===== src/rtl/mm_param.sv =====
`default_nettype none
// ============================================================================
// Module   : mm_param
// Purpose  : Sequential matrix multiplier C = A*B or C = C + A*B over
//            combinational A/B/C memories, one element access per cycle.
// Revision : 1.0  initial release
// ============================================================================
module mm_param #(
    parameter int DW     = 20,
    parameter int AW     = 20,
    parameter int OW     = 2 * DW,
    parameter int SIGNED = 1
) (
    input  logic          clk,
    input  logic          reset,
    input  logic          start,
    input  logic          acc_mode,
    input  logic [AW-1:0] dim_m,
    input  logic [AW-1:0] dim_k,
    input  logic [AW-1:0] dim_n,
    input  logic [DW-1:0] read_data,
    input  logic [OW-1:0] c_read_data,
    output logic [AW-1:0] i,
    output logic [AW-1:0] j,
    output logic [1:0]    index,
    output logic          read,
    output logic          write,
    output logic [OW-1:0] write_data,
    output logic          busy,
    output logic          finish
);

    // ZERO is the single busy cycle spent when a dimension is 0.
    typedef enum logic [2:0] {
        IDLE = 3'd0,
        ZERO = 3'd1,
        RDC  = 3'd2,
        RDA  = 3'd3,
        RDB  = 3'd4,
        WR   = 3'd5,
        DONE = 3'd6
    } state_t;

    state_t        state;
    logic [AW-1:0] m_lat;
    logic [AW-1:0] k_lat;
    logic [AW-1:0] n_lat;
    logic          mode;
    logic [AW-1:0] row;
    logic [AW-1:0] col;
    logic [AW-1:0] kk;
    logic [DW-1:0] a_reg;
    logic [OW-1:0] acc;

    logic [OW-1:0] a_ext;
    logic [OW-1:0] b_ext;
    logic [OW-1:0] prod;
    logic [OW-1:0] sum;
    logic          dims_zero;
    logic          last_col;
    logic          last_row;
    logic          last_k;
    logic [AW-1:0] next_row;
    logic [AW-1:0] next_col;

    generate
        if (SIGNED != 0) begin : g_signed
            assign a_ext = {{(OW-DW){a_reg[DW-1]}}, a_reg};
            assign b_ext = {{(OW-DW){read_data[DW-1]}}, read_data};
        end else begin : g_unsigned
            assign a_ext = {{(OW-DW){1'b0}}, a_reg};
            assign b_ext = {{(OW-DW){1'b0}}, read_data};
        end
    endgenerate

    // Truncated OW-bit product of the extended operands is exact mod 2^OW.
    assign prod      = a_ext * b_ext;
    assign sum       = acc + prod;

    assign dims_zero = (dim_m == '0) || (dim_k == '0) || (dim_n == '0);
    assign last_col  = (col == n_lat - AW'(1));
    assign last_row  = (row == m_lat - AW'(1));
    assign last_k    = (kk == k_lat - AW'(1));
    assign next_row  = last_col ? row + AW'(1) : row;
    assign next_col  = last_col ? '0 : col + AW'(1);

    always_ff @(posedge clk or negedge reset) begin
        if (!reset) begin
            state      <= IDLE;
            m_lat      <= '0;
            k_lat      <= '0;
            n_lat      <= '0;
            mode       <= 1'b0;
            row        <= '0;
            col        <= '0;
            kk         <= '0;
            a_reg      <= '0;
            acc        <= '0;
            i          <= '0;
            j          <= '0;
            index      <= 2'd0;
            read       <= 1'b0;
            write      <= 1'b0;
            write_data <= '0;
            busy       <= 1'b0;
            finish     <= 1'b0;
        end else begin
            case (state)
                IDLE: begin
                    if (start) begin
                        m_lat <= dim_m;
                        k_lat <= dim_k;
                        n_lat <= dim_n;
                        mode  <= acc_mode;
                        row   <= '0;
                        col   <= '0;
                        kk    <= '0;
                        acc   <= '0;
                        busy  <= 1'b1;
                        if (dims_zero) begin
                            state <= ZERO;
                        end else begin
                            read  <= 1'b1;
                            i     <= '0;
                            j     <= '0;
                            index <= acc_mode ? 2'd2 : 2'd0;
                            state <= acc_mode ? RDC : RDA;
                        end
                    end
                end
                ZERO: begin
                    busy   <= 1'b0;
                    finish <= 1'b1;
                    state  <= DONE;
                end
                RDC: begin
                    acc   <= c_read_data;
                    index <= 2'd0;
                    i     <= row;
                    j     <= '0;
                    state <= RDA;
                end
                RDA: begin
                    a_reg <= read_data;
                    index <= 2'd1;
                    i     <= kk;
                    j     <= col;
                    state <= RDB;
                end
                RDB: begin
                    acc <= sum;
                    if (last_k) begin
                        read       <= 1'b0;
                        write      <= 1'b1;
                        index      <= 2'd2;
                        i          <= row;
                        j          <= col;
                        write_data <= sum;
                        state      <= WR;
                    end else begin
                        kk    <= kk + AW'(1);
                        index <= 2'd0;
                        i     <= row;
                        j     <= kk + AW'(1);
                        state <= RDA;
                    end
                end
                WR: begin
                    write <= 1'b0;
                    kk    <= '0;
                    acc   <= '0;
                    if (last_col && last_row) begin
                        busy   <= 1'b0;
                        finish <= 1'b1;
                        index  <= 2'd0;
                        i      <= '0;
                        j      <= '0;
                        state  <= DONE;
                    end else begin
                        row   <= next_row;
                        col   <= next_col;
                        read  <= 1'b1;
                        i     <= next_row;
                        j     <= mode ? next_col : '0;
                        index <= mode ? 2'd2 : 2'd0;
                        state <= mode ? RDC : RDA;
                    end
                end
                DONE: begin
                    finish <= 1'b0;
                    state  <= IDLE;
                end
                default: begin
                    state <= IDLE;
                end
            endcase
        end
    end

endmodule
`default_nettype wire


===== config.mk =====
export PLATFORM = sky130hd
export DESIGN_NAME = mm_param
export DESIGN_NICKNAME = d
export VERILOG_FILES = /design/src/rtl/mm_param.sv
export SDC_FILE = /design/constraint.sdc
export NUM_CORES = 2
export LEC_CHECK = 0
export CELL_PAD_IN_SITES_DETAIL_PLACEMENT = 0
export CELL_PAD_IN_SITES_GLOBAL_PLACEMENT = 1
export CORE_ASPECT_RATIO = 2
export CORE_MARGIN = 2
export CORE_UTILIZATION = 48
export DETAILED_ROUTE_END_ITERATION = 8
export GPL_ROUTABILITY_DRIVEN = 1
export GPL_TIMING_DRIVEN = 0
export PLACE_DENSITY = 0.92
export SLEW_MARGIN = 20
export SYNTH_ARGS = -nofsm -noshare
export SYNTH_HDL_FRONTEND = slang
export SYNTH_SLANG_ARGS = --single-unit

===== constraint.sdc =====
create_clock -name clk -period 9.23 [get_ports clk]
set_input_delay 1.3845 -clock clk [delete_from_list [all_inputs] [get_ports clk]]
set_output_delay 1.3845 -clock clk [all_outputs]
set_load 0.02 [all_outputs]

# Word-level counts from Yosys, hierarchy flattened
# Index checks and enable logic that the tools add are counted.
# totals
regBits,270
latchBits,0
mem_bits_rw,0
mem_bits_ro,0
in_bits,124
out_inout_bits,86
word_cells,113
n_memories,0
# op_classes
n_addsub,7
multipliers,1
div,0
order_cmp,0
n_eq_ne,15
shifts,0
mux,45
bitwise,0
reduce_logical,27
# op_table
operator,count
$mux 20,12
$pmux 40 s4,1
$pmux 20 s5,1
$pmux 20 s2,2
$pmux 20 s4,1
$add 20x1->20 const B,3
$eq 20x20->1,3
$logic_not 20->1,3
$pmux 20 s3,1
$sub 20x1->20 const B,3
$add 40x40->40,1
$mul 20x20->40,1
$mux 40,1
$pmux 3 s6,1
$reduce_and 3->1,5
$mux 2,7
$ne 2x2->1 const B,6
$mux 1,10
$pmux 2 s5,1
$reduce_and 2->1,5
$eq 3x3->1 const B,3
$mux 3,3
$pmux 1 s3,3
$reduce_bool 3->1,3
11 further kinds,15

# Logic depth before layout (Yosys ltp)
# logic_depth
ltp_word,6
depth_mapped,27
depth_no_buf,25

# Worst setup path after synthesis
# No wires, ideal clock.
# synth_path
path_type,input port to flip-flop
startpoint,in read_data[0]
endpoint,reg write_data[37]
setup_time_ps,125
arrival_time_ps,7985
required_ps,9105
slack_ps,1120
cell_stages,22
path_cell_list,clkbuf_1 -> nand2_1 -> inv_1 -> fa_1 -> inv_1 -> fa_1 -> fa_1 -> inv_1 -> fa_1 -> fa_1 -> fa_1 -> inv_1 -> fa_1 -> inv_1 -> ha_1 -> nor2b_1 -> o31ai_1 -> o221ai_1 -> o21ai_0 -> o21ai_0 -> xor2_1 -> mux2_2
# synth_via
elab_chain_len,2
# synth_lines
item,line_no,source
from (decl),21,"input logic [DW-1:0] read_data,"
$mul 20x20->40,77,assign prod = a_ext * b_ext;
$add 40x40->40,78,assign sum = acc + prod;
to (signal assigned),158,write_data <= sum;
to (decl),28,"output logic [OW-1:0] write_data,"
# Every way passes these cells.
# A chain may end at the register's enable or synchronous reset.

# Final worst setup path
# layout_path
startpoint,in read_data[6]
endpoint,reg acc[34]
# layout_via
elab_chain_len,3
# layout_lines
item,line_no,source
$mul 20x20->40,77,
$add 40x40->40,78,
$pmux 40 s4,108,case (state)
to (signal assigned),137,acc <= c_read_data;
to (signal assigned),151,acc <= sum;
to (decl),53,logic [OW-1:0] acc;
# Every way passes these cells.

==> metrics <==
reg-to-reg slack, setup 1.01 ns; Worst Hold Depth 2; final net count 4445; first-pass GRT wire length 152 mm; clk sinks 270; 1st-iter DRT viols 1982; Layout Cell Area excl Fill 35900 µm²; initial antenna violation count 2; max-cap viol count 0; footprint of the multi-input gates 21600 µm²; Primary FF master, synth dfrtp_1; Worst-Skew Late Latency 0.63 ns; dpl cells 4563; Reg area 6760 µm²; Placed Area 34900 µm²; Avg Cell Area, Syn 9.10 µm²; WS Path Type in2reg; Clock Skews 0.0312 ns; Hold WC Path Type reg2reg; RSZ-0062 raised after global routing false; syn_nets 4202; max-slew violation count 0; vias in the first global route 26800; worst path required time 9.79 ns; Layout Cells excl Fill 4613; Crit. End Element flip-flop; input/output buffers 209; HPWL Detailed 78.9 mm; Seq cells post-synth 270; synth unique cells 80; Max Fanout on Critical Path 10; r2r startpoint a_reg[19]; Die Width 186 µm; Root Buffer clkbuf_16; Antenna Violating Nets Remaining 0; CTS tree built; CTS resizes 2; CORE AREA 65400 µm²; DR WL/cell 21.4 µm; Die Span Y 367 µm; Hold WS 0.468 ns; Site Rows 133; DR vias 26100; clk buf depth 3; final hold viol count 0; setup_tns 0 ns; register area share after synthesis 21.4%; crit path launch type input pin; headroom to the max-slew limit 25.7%; starting density of the core 48.4%; H-tree lvl count 1; share of layout cells above drive strength 1 3.99%; Post-synth ARST share 100%; Cell Area, Synth 31600 µm²; yosys synthesis warning count 0; Final setup violation count 0; Hold Buf Count CTS 0; setup bufs post-CTS 0; crit path DAT 9.58 ns; gp weighted congestion 0.956; Worst-path clk slew 0.06 ns; DR vias/cell 5.65; Largest regs acc x40, write_data x40; status complete, no violations; Die ar. 68100 µm²; worst slew pin tran 1.11 ns; CTS buffer count 29; period utilisation layout 97.8%; Post-Synthesis Cells 3474; hold path endpoint write_data[11]; DR DRC count 0; EDFF count, synth 0; grt ovf 0; P&R area growth vs syn 13.5%; fmax 0.111 GHz; FF-to-FF path depth 20; Filler cells 5952; Tmin final 9.02 ns; WL final 98.6 mm; global-route usage over all layers 29.4%; # IOs 210; worst hold start write_data[11]; largest net degree at the start of global routing 86; drt pass-1 iters 6; Reg-to-Reg End acc[34]
stage by stage:
| stage | util (%) | worst slack [ns] |
|---|---|---|
| after floorplan | - | 1.12 |
| after detailed placement | 53.4 | -0.912 |
| after global placement | 53.2 | -5.50 |
| final | 54.9 | 0.206 |
| after global routing | 54.9 | 0.0289 |
| after CTS | 54.8 | 0.0510 |
cells by family (layout without fill, tap and decap cells):
| logic type | after synthesis | count (layout) | synth area share [%] |
|---|---|---|---|
| xor+xnor | 165 | 165 | 4.57 |
| fa+ha+maj | 604 | 604 | 35.0 |
| buf+inv | 871 | 1132 | 10.4 |
| flops | 270 | 270 | 21.4 |
| compound gates | 476 | 476 | 10.2 |
| simple gates | 1020 | 1020 | 16.0 |
| mux | 68 | 68 | 2.38 |
| other cells | 0 | 1 | 0 |
final cells by class:
class / count / share of cell area, %
Antenna cell: 1 / 0.00697
Buffer: 205 / 2.23
Clock buffer: 35 / 2.17
Clock inverter: 14 / 0.495
Inverter: 666 / 6.98
Multi-Input combinational cell: 2333 / 60.2
Sequential cell: 270 / 18.8
Tap cell: 877 / 3.06
Timing Repair Buffer: 212 / 6.07
cell usage after synthesis, drive strengths merged (33+ instances only):
cell | instances | area share (%)
clkbuf | 186 | 2.2
fa | 468 | 30
nor3 | 49 | 0.83
nor2 | 105 | 1.2
nand2 | 425 | 5.0
and2 | 192 | 3.8
xnor2 | 95 | 2.6
mux2 | 57 | 2.0
a21oi | 72 | 1.1
nand3 | 52 | 0.82
inv | 664 | 7.9
dfrtp | 270 | 21
o21ai | 140 | 2.2
a222oi | 33 | 1.0
xor2 | 70 | 1.9
nor4 | 39 | 0.88
ha | 136 | 5.4
critical path, cell delays in order:
cell and delay, ns:
clkdlybuf4s50_1 0.55, clkbuf_1 0.63, nand2_1 0.23, fa_1 0.62, inv_1 0.14, fa_1 0.84
fa_1 0.52, fa_1 0.57, fa_1 0.43, fa_1 0.53, inv_1 0.06, fa_1 0.47
inv_1 0.04, ha_1 0.38, and3_1 0.25, o2111ai_1 0.18, a2111oi_0 0.79, nor2_1 0.14
xnor2_1 0.55, nand2_1 0.18, nand2_1 0.10
placed cells by master (no fill, tap or decap), drive strengths merged, types with 16 or more instances in the layout:
| cell type | count |
|---|---|
| or3 | 16 |
| nor4 | 39 |
| nand4 | 29 |
| and2 | 192 |
| nand2b | 22 |
| a21oi | 72 |
| a22oi | 32 |
| buf | 23 |
| xnor2 | 95 |
| fa | 468 |
| o211ai | 17 |
| a21o | 19 |
| inv | 666 |
| nor2 | 105 |
| clkdlybuf4s50 | 208 |
| xor2 | 70 |
| nand3 | 52 |
| o2bb2ai | 21 |
| nor3 | 49 |
| a222oi | 33 |
| clkbuf | 221 |
| and3 | 32 |
| a31oi | 22 |
| ha | 136 |
| nand2 | 425 |
| o21ai | 140 |
| mux2 | 57 |
| dfrtp | 270 |
worst max-delay path by stage:
stage	end	startpoint	slack (ns)	cells after the start
floorplan	write_data[37]	read_data[0]	1.12	22
finish	acc[34]	read_data[6]	0.21	21
global placement	k_lat[18]	reset	-5.50	1
detailed placement	acc[39]	read_data[0]	-0.91	24
global route	acc[38]	read_data[6]	0.03	21
CTS	write_data[38]	read_data[6]	0.05	22
routing by layer:
metal / global-route usage (%) / wire [µm] / vias up
met5: 0 / 23 / -
met4: 12.2 / 4560 / 4
met3: 4.20 / 7880 / 225
met2: 47.2 / 46400 / 1128
met1: 39.8 / 39800 / 13200
li1: - / - / 11500
Power is not shown: default switching activity piles up to over one toggle a cycle in this logic, so the estimate is an artifact.
